==> src/rtl/uart_rx_pkg.sv <==
// Shared constants and state encoding for the board UART receive path.
// Also holds the default bit period used by the transmitter and the top level.
package uart_rx_pkg;

    localparam int unsigned DefClksPerBit = 868;
    localparam int unsigned DefFifoDepth  = 4;
    localparam int unsigned DataW         = 8;

    typedef enum logic [2:0] {
        StIdle,
        StStart,
        StData,
        StStop,
        StWaitHigh
    } rx_state_e;

endpackage

==> src/rtl/uart_rx_if.sv <==
// Serial line input plus the byte stream and error pulses of the UART receiver.
// The receiver uses the slave modport; the consumer or bench uses the master modport.
interface uart_rx_if;

    logic       rxd;
    logic [7:0] data;
    logic       valid;
    logic       ready;
    logic       frame_err;
    logic       overrun;

    modport master (
        output rxd,
        output ready,
        input  data,
        input  valid,
        input  frame_err,
        input  overrun
    );

    modport slave (
        input  rxd,
        input  ready,
        output data,
        output valid,
        output frame_err,
        output overrun
    );

endinterface

==> src/rtl/uart_rx_sync_fifo.sv <==
// Single-clock FIFO with registered pointers, shared by the UART transmit and receive paths.
// A pop in the same cycle frees a slot, so a push into a full FIFO is taken when popping.
module uart_rx_sync_fifo #(
    parameter int unsigned Width = 8,
    parameter int unsigned Depth = 4
) (
    input  logic             clk,
    input  logic             rst,
    input  logic             push,
    input  logic [Width-1:0] push_data,
    output logic             push_ok,
    input  logic             pop,
    output logic [Width-1:0] pop_data,
    output logic             full,
    output logic             empty
);

    localparam int unsigned AddrW = $clog2(Depth);

    // Extra pointer bit distinguishes full from empty.
    logic [AddrW:0]   wr_ptr_q, wr_ptr_d;
    logic [AddrW:0]   rd_ptr_q, rd_ptr_d;
    logic [Width-1:0] mem_q [Depth];
    logic             do_pop;

    always_comb begin
        empty    = (wr_ptr_q == rd_ptr_q);
        full     = (wr_ptr_q[AddrW] != rd_ptr_q[AddrW]) &&
                   (wr_ptr_q[AddrW-1:0] == rd_ptr_q[AddrW-1:0]);
        do_pop   = pop && !empty;
        push_ok  = push && (!full || do_pop);
        wr_ptr_d = push_ok ? wr_ptr_q + 1'b1 : wr_ptr_q;
        rd_ptr_d = do_pop ? rd_ptr_q + 1'b1 : rd_ptr_q;
        pop_data = empty ? '0 : mem_q[rd_ptr_q[AddrW-1:0]];
    end

    always_ff @(posedge clk) begin
        if (rst) begin
            wr_ptr_q <= '0;
            rd_ptr_q <= '0;
        end else begin
            wr_ptr_q <= wr_ptr_d;
            rd_ptr_q <= rd_ptr_d;
        end
    end

    always_ff @(posedge clk) begin
        if (push_ok) begin
            mem_q[wr_ptr_q[AddrW-1:0]] <= push_data;
        end
    end

endmodule

==> src/rtl/uart_rx.sv <==
// 8N1 UART receiver: synchronizer, mid-bit sampling FSM and shift register feeding a
// small FIFO that presents bytes as a valid/ready stream, with frame and overrun pulses.
module uart_rx
    import uart_rx_pkg::*;
#(
    parameter int unsigned CLKS_PER_BIT = DefClksPerBit,
    parameter int unsigned FIFO_DEPTH   = DefFifoDepth
) (
    input logic       clk,
    input logic       rst,
    uart_rx_if.slave  bus
);

    localparam int unsigned CntW = $clog2(CLKS_PER_BIT);
    localparam logic [CntW-1:0] CntHalf = CntW'(CLKS_PER_BIT / 2 - 1);
    localparam logic [CntW-1:0] CntFull = CntW'(CLKS_PER_BIT - 1);

    logic [1:0]       sync_q;
    logic             rx_s;
    rx_state_e        state_q, state_d;
    logic [CntW-1:0]  cnt_q, cnt_d;
    logic [2:0]       idx_q, idx_d;
    logic [DataW-1:0] shift_q, shift_d;
    logic             frame_err_q, frame_err_d;
    logic             overrun_q, overrun_d;
    logic             push;
    logic             push_ok;
    logic             fifo_full;
    logic             fifo_empty;
    logic [DataW-1:0] fifo_data;

    assign rx_s = sync_q[1];

    always_ff @(posedge clk) begin
        if (rst) begin
            sync_q      <= 2'b11;
            state_q     <= StIdle;
            cnt_q       <= '0;
            idx_q       <= '0;
            shift_q     <= '0;
            frame_err_q <= 1'b0;
            overrun_q   <= 1'b0;
        end else begin
            sync_q      <= {sync_q[0], bus.rxd};
            state_q     <= state_d;
            cnt_q       <= cnt_d;
            idx_q       <= idx_d;
            shift_q     <= shift_d;
            frame_err_q <= frame_err_d;
            overrun_q   <= overrun_d;
        end
    end

    always_comb begin
        state_d     = state_q;
        cnt_d       = cnt_q;
        idx_d       = idx_q;
        shift_d     = shift_q;
        push        = 1'b0;
        frame_err_d = 1'b0;
        unique case (state_q)
            StIdle: begin
                if (!rx_s) begin
                    state_d = StStart;
                    cnt_d   = '0;
                end
            end
            StStart: begin
                // A start bit that is high again at mid-bit is a glitch.
                if (cnt_q == CntHalf) begin
                    if (rx_s) begin
                        state_d = StIdle;
                    end else begin
                        state_d = StData;
                        cnt_d   = '0;
                        idx_d   = '0;
                    end
                end else begin
                    cnt_d = cnt_q + 1'b1;
                end
            end
            StData: begin
                if (cnt_q == CntFull) begin
                    shift_d = {rx_s, shift_q[DataW-1:1]};
                    cnt_d   = '0;
                    if (idx_q == 3'd7) begin
                        state_d = StStop;
                    end else begin
                        idx_d = idx_q + 3'd1;
                    end
                end else begin
                    cnt_d = cnt_q + 1'b1;
                end
            end
            StStop: begin
                // Leaving at mid-stop-bit lets an immediately following start bit be caught.
                if (cnt_q == CntFull) begin
                    if (rx_s) begin
                        push    = 1'b1;
                        state_d = StIdle;
                    end else begin
                        frame_err_d = 1'b1;
                        state_d     = StWaitHigh;
                    end
                end else begin
                    cnt_d = cnt_q + 1'b1;
                end
            end
            StWaitHigh: begin
                if (rx_s) begin
                    state_d = StIdle;
                end
            end
            default: begin
                state_d = StIdle;
            end
        endcase
    end

    assign overrun_d = push && !push_ok;

    uart_rx_sync_fifo #(
        .Width (DataW),
        .Depth (FIFO_DEPTH)
    ) u_fifo (
        .clk       (clk),
        .rst       (rst),
        .push      (push),
        .push_data (shift_q),
        .push_ok   (push_ok),
        .pop       (bus.ready),
        .pop_data  (fifo_data),
        .full      (fifo_full),
        .empty     (fifo_empty)
    );

    // Full is only consulted inside the FIFO; kept visible for debug.
    logic unused_full;
    assign unused_full = fifo_full;

    assign bus.data      = fifo_data;
    assign bus.valid     = !fifo_empty;
    assign bus.frame_err = frame_err_q;
    assign bus.overrun   = overrun_q;

endmodule
==> src/flat_wrapper.sv <==
// flat-port wrapper written by rule: the top's interface ports become plain ports
module uart_rx_flat import uart_rx_pkg::*;
#(
    parameter int unsigned CLKS_PER_BIT = DefClksPerBit,
    parameter int unsigned FIFO_DEPTH   = DefFifoDepth
)
  (clk, rst, bus_rxd, bus_ready, bus_data, bus_valid, bus_frame_err, bus_overrun);
  uart_rx_if bus_i ();
  input logic clk;
  input logic rst;
  input wire logic [$bits(bus_i.rxd)-1:0] bus_rxd;
  input wire logic [$bits(bus_i.ready)-1:0] bus_ready;
  output wire logic [$bits(bus_i.data)-1:0] bus_data;
  output wire logic [$bits(bus_i.valid)-1:0] bus_valid;
  output wire logic [$bits(bus_i.frame_err)-1:0] bus_frame_err;
  output wire logic [$bits(bus_i.overrun)-1:0] bus_overrun;
  assign bus_i.rxd = bus_rxd;
  assign bus_i.ready = bus_ready;
  assign bus_data = bus_i.data;
  assign bus_valid = bus_i.valid;
  assign bus_frame_err = bus_i.frame_err;
  assign bus_overrun = bus_i.overrun;
  uart_rx #(.CLKS_PER_BIT(CLKS_PER_BIT), .FIFO_DEPTH(FIFO_DEPTH)) u_core (.clk(clk), .rst(rst), .bus(bus_i));
endmodule
==> config.mk <==
export PLATFORM = sky130hd
export DESIGN_NAME = uart_rx_flat
export DESIGN_NICKNAME = d
export VERILOG_FILES = /design/src/rtl/uart_rx_pkg.sv /design/src/rtl/uart_rx_if.sv /design/src/rtl/uart_rx_sync_fifo.sv /design/src/rtl/uart_rx.sv /design/src/flat_wrapper.sv
export SDC_FILE = /design/constraint.sdc
export NUM_CORES = 1
export LEC_CHECK = 0
export ABC_CLOCK_PERIOD_IN_PS = 3100
export BUFFER_PORTS_ARGS = -buffer_cell sky130_fd_sc_hd__buf_4
export CAP_MARGIN = 5
export CORE_MARGIN = 5
export CORE_UTILIZATION = 35
export DETAILED_ROUTE_END_ITERATION = 7
export PLACE_DENSITY = 0.58
export SLEW_MARGIN = 20
export SYNTH_ARGS = -nofsm -noshare
export SYNTH_HDL_FRONTEND = slang
export SYNTH_HIERARCHICAL = 1
export SYNTH_SLANG_ARGS = --single-unit
export TNS_END_PERCENT = 100
==> constraint.sdc <==
create_clock -name clk -period 3.1 [get_ports clk]
set_clock_uncertainty 0.05 [all_clocks]
set_input_delay 0.31 -clock clk [delete_from_list [all_inputs] [get_ports clk]]
set_output_delay 0.31 -clock clk [all_outputs]
set_load 0.1 [all_outputs]
After elaboration in Yosys (flattened, before gate mapping):

Memory sizes are Yosys's and may differ from the RTL's. A register that Yosys moved wholly into a read port is not among the register bits.
Index checks and enable logic that the tools add are counted.

* add/sub/neg operators: 4
* bitwise gates (word level): 2
* muxes and demuxes: 28
* equal/unequal tests: 19
* reductions and logical operators: 16

Operators with widths (count)
* $mux 10: 4
* $pmux 10 s4: 1
* $mux 3: 11
* $pmux 3 s5: 1
* $add 10x1->10 const B: 1
* $eq 10x10->1 const B: 1
* $eq 10x9->1 const B: 1
* $ne 2x1->1 const B: 5
* $add 3x1->3 const B: 3
* $mux 8: 1
* $ne 2x2->1 const B: 4
* $eq 3x2->1 const B: 2
* $eq 3x3->1 const B: 2
* $mux 1: 6
* $mux 2: 3
* $pmux 3 s2: 1
* $reduce_and 6->1: 1
* $reduce_and 5->1: 1
* $logic_and 1x1->1: 4
* $reduce_and 2->1: 2
* $reduce_bool 4->1: 1
* $eq 3x1->1 const B: 1
* $eq 3x3->1: 1
* $logic_not 1->1: 3
* 7 further kinds: 8

* memory bits (writable): 32
* flip-flop bits (word level): 34
* word-level logic and storage cells: 79
* memories kept: 1

Memory list
* u_core.u_fifo.mem_q: words 4, bits a word 8, rd ports 1, clocked after Yosys merged registers in 1, write ports 1, RTL line uart_rx_sync_fifo.sv:23 `logic [Width-1:0] mem_q [Depth];`

Depth between registers and ports, before layout:

Gate-level depths: netlist of run 1.

* depth after elaboration: 7
* depth in mapped cells: 8
* gate-level depth less buffers: 8

By module:

The synthesis of run 1 kept the hierarchy.

Modules (own cells, without submodules)
* uart_rx_sync_fifo: sequential area each 1121.1 um2, times used 1, cells each 104, area an instance 1735.4 um2
* uart_rx: sequential area each 560.5 um2, times used 1, cells each 147, area an instance 1408.9 um2

Least setup slack after synthesis of run 1:

OpenSTA, ideal clock, no wires.

* path type: reg-to-output
* from: reg u_core.u_fifo.wr_ptr_q[1]
* to: out bus_data[0]
* buffers on the path: 1
* arrival time: 2.193 ns
* cell stages (with the launch flop): 5
* path slack: 0.547 ns
* cell sequence: dfxtp_1 xnor2_2 and3_1 buf_6 nor2b_1

* longest elaborated chain between the ends: 2

RTL lines
* from (decl): RTL line uart_rx_sync_fifo.sv:21 `logic [AddrW:0] wr_ptr_q, wr_ptr_d;`
* from (signal assigned): RTL line uart_rx_sync_fifo.sv:42 `wr_ptr_q <= wr_ptr_d;`
* $eq 3x3->1: RTL line uart_rx_sync_fifo.sv:27 `empty = (wr_ptr_q == rd_ptr_q);`
* net u_core.fifo_empty: RTL line uart_rx.sv:29 `logic fifo_empty;`
* $mux 8: RTL line uart_rx_sync_fifo.sv:34 `pop_data = empty ? '0 : mem_q[rd_ptr_q[AddrW-1:0]];`
* to (decl): RTL line flat_wrapper.sv:13 `output wire logic [$bits(bus_i.data)-1:0] bus_data;`

The timed path passes the listed nets, and every way through them passes these cells.

Worst setup path in the final report of run 1:

* from: reg u_core.cnt_q[8]
* to: mem u_core.u_fifo.mem_q[0][5], enable pin

* longest elaborated chain between the ends: 6

RTL lines
* from (decl): RTL line uart_rx.sv:21 `logic [CntW-1:0] cnt_q, cnt_d;`
* from (signal assigned): RTL line uart_rx.sv:46 `cnt_q <= cnt_d;`
* $eq 10x10->1: RTL line uart_rx.sv:97 `if (cnt_q == CntFull) begin`
* $mux 1: RTL line uart_rx.sv:97
* $mux 1: RTL line uart_rx.sv:61 `unique case (state_q)`
* net u_core.push: RTL line uart_rx.sv:26 `logic push;`
* $logic_and 1x1->1: RTL line uart_rx_sync_fifo.sv:31 `push_ok = push && (!full || do_pop);`
* net u_core.push_ok: RTL line uart_rx.sv:27 `logic push_ok;`
* $mux 1: RTL line uart_rx_sync_fifo.sv:48 `if (push_ok) begin`
* $mux 1 (implied by the code): RTL line uart_rx_sync_fifo.sv:49 `mem_q[wr_ptr_q[AddrW-1:0]] <= push_data;`
* to (decl): RTL line uart_rx_sync_fifo.sv:23

The timed path passes the listed nets, and every way through them passes these cells.

==> flow_summary.ini, run 1 <==
[run_status]
outcome = completed

[cells_and_area]
nNetsFinal = 281
fillers = 802
final_cell_count_no_fill = 381
utilization = 0.406
drive_gt1_frac = 0.249
syn2layout_area_growth_pct = 12.8
fin_area_um2 = 3540
num_antenna_cells = 0

[worst_hold_path]
holdPathStages = 2
whs_endpoint = u_core/sync_q[0]
hp-class = in -> reg
hold_path.startpoint = bus_rxd

[route]
met1_length_um = 2520
routed.top_layer = met4
wl_met2_um = 2640
routed_wl_um = 5470
final_antenna_net_count = 0
wire_per_inst_um = 14.3
firstDrtPassIters = 4
viasPerCell = 5.08
drtIter0Drc = 44
wl_met3_um = 175
drc = 0
dr_total_vias = 1936

[timing]
hold_ws_ps = 99.6
clock.fmax_ghz = 0.375
finalCritPeriodShare = 0.860
finalSetupViolCount = 0
finalSetupTns_ps = 0
slew_violations = 0
grt_setup_unrepaired = no
setup_slack_ps = 433
slew_headroom = 0.641
finalCriticalPeriod_ps = 2670
worstMarginPinSlew_ps = 538
final_hold_viol_count = 0

[yosys]
synth_area_um2 = 3140
netlist_instances = 250
syn_nets = 263
avgSynthCellArea_um2 = 12.5
ys_warn_count = 6

[job]
cap_violations = 0

[global_route]
grt_pass1_wl_um = 9450
antenna_found_initial = 0
track_usage = 0.107
grt_start_max_net_pins = 33
grt_overflow = 0
grt_pass1_vias = 1957

[clocking]
clk_pin_slew_ps = 80
clock_latency_ps = 340
cts-buffers-inserted = 9
cts_root_buf = clkbuf_8
cts_resized = 0
cts_sinks = 68
cts_tree = done
ctsHtreeMaxLevel = 3
cts_setup_buffers = 0
postCtsHoldBufs = 0
clock_path_buffers = 2

[power]
ir_drop_uv = 249
power_mw = 1.96
power_leakage_nw = 1.35
p_per_area_nw_per_um2 = 554

[floorplan]
die-area_um2 = 11000
dieHeight_um = 105
die_x_um = 105
rows = 34
initial_core_util = 0.360
ioPinCount = 15
core_area_um2 = 8720

[worst_setup_path]
crit_fanout = 8
timing.rr.start = u_core/cnt_q[8]
crit_chain = or3b_4 -> nor3_2 -> nand4b_1 -> nor2_1 -> inv_1 -> a41oi_2 -> and2_2
startpoint_type = flip-flop
r2r_slack_ps = 430
end_kind = flip-flop
setup.worst_path.start = u_core/cnt_q[8]
cpPeakStageDelay_ps = 440
worstPathArrival_ps = 2650
worstReg2RegEnd = u_core/u_fifo/mem_q[0][5]
critPathKind = reg -> reg
cpMaxStageDelayCell = or3b_4
reg2regPathDepth = 7
crit_required_ps = 3090

[placed_design]
gp_congestion = 0.704
post-place-cells = 365
place_hpwl_um = 3800
dpl_worst_slack_ps = 459
numPortBuffers = 14
place_area_um2 = 3340
-- placed cells by master (no fill, tap or decap), types with 3 or more instances in the layout --
cell type	count
a211oi_1	3
a21oi_1	5
a221o_1	4
a31oi_1	3
and2_2	3
and3_1	6
buf_4	16
clkbuf_8	9
clkinv_4	3
dfxtp_1	36
edfxtp_1	32
ha_1	9
inv_1	15
mux2_2	3
mux2i_1	10
mux4_2	8
nand2_1	11
nand3_1	3
nand4bb_1	3
nor2_1	21
nor2b_1	13
o21ai_0	5
or2_2	5
-- how the worst max path moves through the flow --
stage                     slack [ps]  cells after the start                        end
final                            430                      7  u_core/u_fifo/mem_q[0][5]
after global routing             190                      8  u_core/u_fifo/mem_q[0][4]
after global placement           540                      7  u_core/u_fifo/mem_q[0][3]
after detailed placement         460                      7  u_core/u_fifo/mem_q[0][4]
after floorplan                  550                      4                bus_data[0]
after CTS                        420                      7  u_core/u_fifo/mem_q[0][5]
-- power breakdown --
| group | switching, mW | internal [mW] | leakage [nW] |
|---|---|---|---|
| registers | 0.0189 | 0.939 | 0.587 |
| logic | 0.201 | 0.0743 | 0.656 |
| clock network | 0.352 | 0.375 | 0.104 |
| total | 0.572 | 1.39 | 1.35 |
-- sequential cells by signal (all words and copies together) (netlist names), named ones only --
| name | cells |
|---|---|
| u_core/u_fifo/mem_q | 32 |
| u_core/cnt_q | 10 |
| u_core/shift_q | 8 |
| u_core/idx_q | 3 |
| u_core/state_q | 3 |
| u_core/u_fifo/rd_ptr_q | 3 |
| u_core/u_fifo/wr_ptr_q | 3 |
| u_core/sync_q | 2 |
| u_core/bus.frame_err | 1 |
| u_core/bus.overrun | 1 |
-- routing by layer --
metal | vias to the layer above | global-route usage
li1 | 963 | -
met1 | 939 | 0.132
met2 | 23 | 0.173
met3 | 11 | 0.0271
met4 | 0 | 0.0548
met5 | - | 0
-- area by class of cell --
class | count | area (um2) | share of cell area
flip-flops and latches | 68 | 1680 | 0.475
multi-input cells | 158 | 1350 | 0.380
well taps | 108 | 135 | 0.0382
clock buffers | 9 | 124 | 0.0350
repair buffers | 16 | 120 | 0.0339
clock inverters | 7 | 75.1 | 0.0212
inverters | 15 | 56.3 | 0.0159
-- worst max-delay path, delay by kind of cell (launching register included) --
| kind | cells | cell delay, ps |
|---|---|---|
| simple gates | 5 | 1490 |
| flops | 1 | 400 |
| compound gates | 1 | 340 |
| buf+inv | 1 | 80 |
(Power assumes the default switching activity.)
==> run 2: changes to the inputs <==
Settings changed: CORE_ASPECT_RATIO from default to 0.9, GPL_ROUTABILITY_DRIVEN from default to 1.
==> flow_summary.ini, run 2 (synthesized netlist as in run 1, its figures left out) <==
[clocking]
clock_latency_ps = 340
clock_path_buffers = 2
clk_pin_slew_ps = 70
cts_sinks = 68
cts-buffers-inserted = 9
cts_resized = 0
postCtsHoldBufs = 0
ctsHtreeMaxLevel = 3
cts_tree = done
cts_setup_buffers = 0
cts_root_buf = clkbuf_8

[cells_and_area]
mostFrequentLayoutCells = 36 x dfxtp_1, 32 x edfxtp_1, 21 x nor2_1
fillers = 849
nNetsFinal = 281
utilization = 0.411
syn2layout_area_growth_pct = 13.2
drive_gt1_frac = 0.249
largest_reg_flops = 32
final_common_cell = dfxtp_1
num_antenna_cells = 0

[global_route]
grt_pass1_wl_um = 9090
track_usage = 0.108
grt_overflow = 0
antenna_found_initial = 0
grt_pass1_vias = 1835
grt_start_max_net_pins = 33

[route]
drtIter0Drc = 77
dr_total_vias = 1899
drc = 0
viasPerCell = 4.84
firstDrtPassIters = 4
final_antenna_net_count = 0
routed_wl_um = 5370
wire_per_inst_um = 13.7

[timing]
finalSetupTns_ps = 0
finalCriticalPeriod_ps = 2660
slew_headroom = 0.635
worstMarginPinSlew_ps = 547
hold_ws_ps = 105
finalCritPeriodShare = 0.857
clock.fmax_ghz = 0.377
slew_violations = 0
grt_setup_unrepaired = no
finalSetupViolCount = 0
setup_slack_ps = 444
final_hold_viol_count = 0

[worst_setup_path]
end_kind = flip-flop
cpMaxStageDelayCell = or3b_4
worstPathArrival_ps = 2630
crit_required_ps = 3070
worstReg2RegEnd = u_core/u_fifo/mem_q[1][5]
crit_fanout = 8
reg2regPathDepth = 7
critPathKind = reg -> reg
startpoint_type = flip-flop
cp_num_buf_inv = 1
crit_chain = or3b_4 -> nor3_2 -> nand4b_1 -> nor2_1 -> inv_1 -> a41oi_2 -> and2_2
r2r_slack_ps = 440
timing.rr.start = u_core/cnt_q[8]
cp_top_family = simple AND/OR/NAND/NOR gates
cpPeakStageDelay_ps = 430

[worst_hold_path]
hold_path.startpoint = bus_rxd
whs_endpoint = u_core/sync_q[0]
holdPathStages = 2
hp-class = in -> reg

[placed_design]
dpl_worst_slack_ps = 424
numPortBuffers = 14
gp_congestion = 0.747
place_hpwl_um = 3820

[power]
p_per_area_nw_per_um2 = 549
power_leakage_nw = 1.35
power_mw = 1.95
ir_drop_uv = 220

[floorplan]
dieHeight_um = 99.8
initial_core_util = 0.363
die-area_um2 = 11000
core_area_um2 = 8650
ioPinCount = 15
rows = 32
die_x_um = 110

[job]
cap_violations = 0

[run_status]
outcome = completed
[run 2: cell counts in the layout (fill, tap and decap cells not counted)]
Identical to the previous run, type by type.
[run 2: worst max path at each step]
stage          depth (start not counted)                   endpoint                 startpoint  slack, ps
2_1_floorplan                          4                bus_data[0]  u_core/u_fifo/wr_ptr_q[1]        550
3_3_place_gp                           7  u_core/u_fifo/mem_q[0][3]            u_core/cnt_q[8]        520
3_5_place_dp                           7  u_core/u_fifo/mem_q[1][3]            u_core/cnt_q[8]        420
4_1_cts                                7  u_core/u_fifo/mem_q[1][5]            u_core/cnt_q[8]        400
5_1_grt                                7  u_core/u_fifo/mem_q[0][0]            u_core/cnt_q[8]        220
6_report                               7  u_core/u_fifo/mem_q[1][5]            u_core/cnt_q[8]        440
[run 2: layout make-up]
| type | instances | area, um2 | area share |
|---|---|---|---|
| multi-input combinational | 158 | 1350 | 0.379 |
| inverter | 15 | 56.3 | 0.0159 |
| timing repair buffer | 16 | 120 | 0.0338 |
| sequential | 68 | 1680 | 0.473 |
| clock inverter | 7 | 75.1 | 0.0211 |
| clock buffer | 9 | 124 | 0.0349 |
| tap | 119 | 149 | 0.0419 |
[run 2: metal layers]
layer,global-route usage,part of all wire,vias up
met5,0,0,-
li1,-,-,965
met1,0.144,0.48,907
met2,0.163,0.47,23
met4,0.0297,0.0061,0
met3,0.0412,0.038,4
[run 2: stage by stage]
stage / instances / area (um2)
floorplan: 250 / 3140
global placement: 376 / 3350
detailed placement: 376 / 3350
CTS: 392 / 3550
global route: 392 / 3550
finish: 392 / 3550
[run 2: where the power goes]
| group | switching (mW) | internal (mW) | total, mW |
|---|---|---|---|
| registers | 0.0191 | 0.939 | 0.958 |
| clock network | 0.339 | 0.375 | 0.714 |
| logic | 0.202 | 0.0743 | 0.277 |
==> run 3: changes to the inputs <==
Settings changed: CTS_CLUSTER_DIAMETER from default to 30, SYNTH_HIERARCHICAL 1 to default.
==> flow_summary.ini, run 3 <==
[run_status]
outcome = completed

[cells_and_area]
largest_reg_flops = 32
fillers = 821
drive_gt1_frac = 0.207
final_common_cell = dfxtp_1
nNetsFinal = 283
syn2layout_area_growth_pct = 14.0
fin_area_um2 = 3470
num_antenna_cells = 0
utilization = 0.407
mostFrequentLayoutCells = 36 x dfxtp_1, 32 x edfxtp_1, 24 x nor2_1

[global_route]
grt_overflow = 0
grt_pass1_vias = 1898
track_usage = 0.114
grt_pass1_wl_um = 9470
antenna_found_initial = 0
grt_start_max_net_pins = 30

[power]
p_per_area_nw_per_um2 = 516
seqPwrFrac = 0.521
p_sw_frac = 0.215
switching_power_mw = 0.386
pwr-share-clk = 0.466
power_leakage_nw = 1.18
ir_drop_uv = 237
p_comb_frac = 0.013
internal-power_mw = 1.41

[clocking]
clk_pin_slew_ps = 80
cts_setup_buffers = 0
clock_path_buffers = 2
clock_latency_ps = 340
cts_root_buf = clkbuf_8
cts_resized = 0
cts_tree = done
cts-buffers-inserted = 9
cts_sinks = 68
ctsHtreeMaxLevel = 3
postCtsHoldBufs = 0

[timing]
grt_setup_unrepaired = no
clock.fmax_ghz = 0.396
finalSetupTns_ps = 0
final_hold_viol_count = 0
worstMarginPinSlew_ps = 537
slew_violations = 0
finalCriticalPeriod_ps = 2520
finalCritPeriodShare = 0.814
slew_headroom = 0.642
finalSetupViolCount = 0

[yosys]
synth_enable_flop_cells = 32
ys_ff_latch = 68
syn_nets = 269
yosysUniqueCellTypes = 55
synthFlopType = dfxtp_1
ys_warn_count = 0
netlist_instances = 256
synth_area_um2 = 3050
synth_largest_area_cell = edfxtp_1
yosys.area.top_type_share = 0.315
ys_seq_area_frac = 0.552
avgSynthCellArea_um2 = 11.9
synth_area_leaders = edfxtp_1 32%, dfxtp_1 24%, mux4_2 5.9%, ha_1 3.7%, mux2i_1 3.3%
synth_most_common_cell = dfxtp_1
synthTopCellsByCount = 36 x dfxtp_1, 32 x edfxtp_1, 24 x nor2_1
async_flop_share = 0

[worst_setup_path]
end_kind = flip-flop
crit_required_ps = 3080
critPathKind = reg -> reg
startpoint_type = flip-flop
worstPathArrival_ps = 2510
reg2regPathDepth = 5
crit_fanout = 8

[worst_hold_path]
hp-class = in -> reg
holdPathStages = 2

[placed_design]
place_hpwl_um = 3840
numPortBuffers = 14
gp_congestion = 0.835
place_area_um2 = 3240

[floorplan]
die_x_um = 108
dieHeight_um = 98.5
rows = 32
ioPinCount = 15
core_area_um2 = 8530
die-area_um2 = 10700
initial_core_util = 0.357

[route]
drtIter0Drc = 91
dr_total_vias = 1881
final_antenna_net_count = 0
wire_per_inst_um = 13.7
viasPerCell = 4.77
firstDrtPassIters = 4
drc = 0
routed_wl_um = 5400

[job]
cap_violations = 0
run 3: layer usage:
layer	GRT usage	vias to the layer above	routed length, um
li1	-	961	-
met1	0.154	879	2720
met2	0.172	33	2390
met3	0.0334	8	230
met4	0.0437	0	59
met5	0	-	0
run 3: worst max-delay path, stage by stage, from the launching register on:
cell,delay (ps)
dfxtp_1,400
ha_1,250
nand4b_1,290
nor4_2,480
and4_1,410
and2_2,330
run 3: area by class of cell:
class	instances	area, um2	area share
well taps	119	149	0.0429
multi-input cells	164	1260	0.362
repair buffers	14	105	0.0303
inverters	13	48.8	0.0140
clock buffers	9	124	0.0357
clock inverters	7	108	0.0310
flip-flops and latches	68	1680	0.484
run 3: metrics by stage:
| stage | power, mW | worst slack (ps) | hold WS [ps] | std cells |
|---|---|---|---|---|
| global placement | 0.980 | 721 | 350 | 378 |
| global route | 1.87 | 369 | 82.1 | 394 |
| CTS | 1.82 | 587 | 69.5 | 394 |
| detailed placement | 0.980 | 617 | 350 | 378 |
| finish | 1.79 | 575 | 99.7 | 394 |
| floorplan | 0.972 | 249 | 339 | 256 |
run 3: kinds of logic after synthesis:
family	synth area share
adders and majority gates	0.0370
muxes	0.0920
AOI/OAI and AO/OA	0.0858
DFF	0.552
and+or+nand+nor	0.178
xor gates and xnor gates	0.0201
buffers and inverters	0.0353
run 3: worst paths after layout:
kind	endpoint	from	slack, ps
max reg2reg	u_core.u_fifo.mem_q[0][1]	u_core.cnt_q[0]	580
min reg2reg	u_core.sync_q[1]	u_core.sync_q[0]	370
max	u_core.u_fifo.mem_q[0][1]	u_core.cnt_q[0]	580
min	u_core.sync_q[0]	bus_rxd	100
run 3: power by group through the flow:
stage               Clock [mW]  Sequential (mW)  Combinational (mW)
detailed placement           0            0.955              0.0246
finish                   0.835            0.935              0.0242
CTS                      0.865            0.935              0.0247
global placement             0            0.955              0.0246
global route             0.903            0.935              0.0276
floorplan                    0            0.954              0.0182
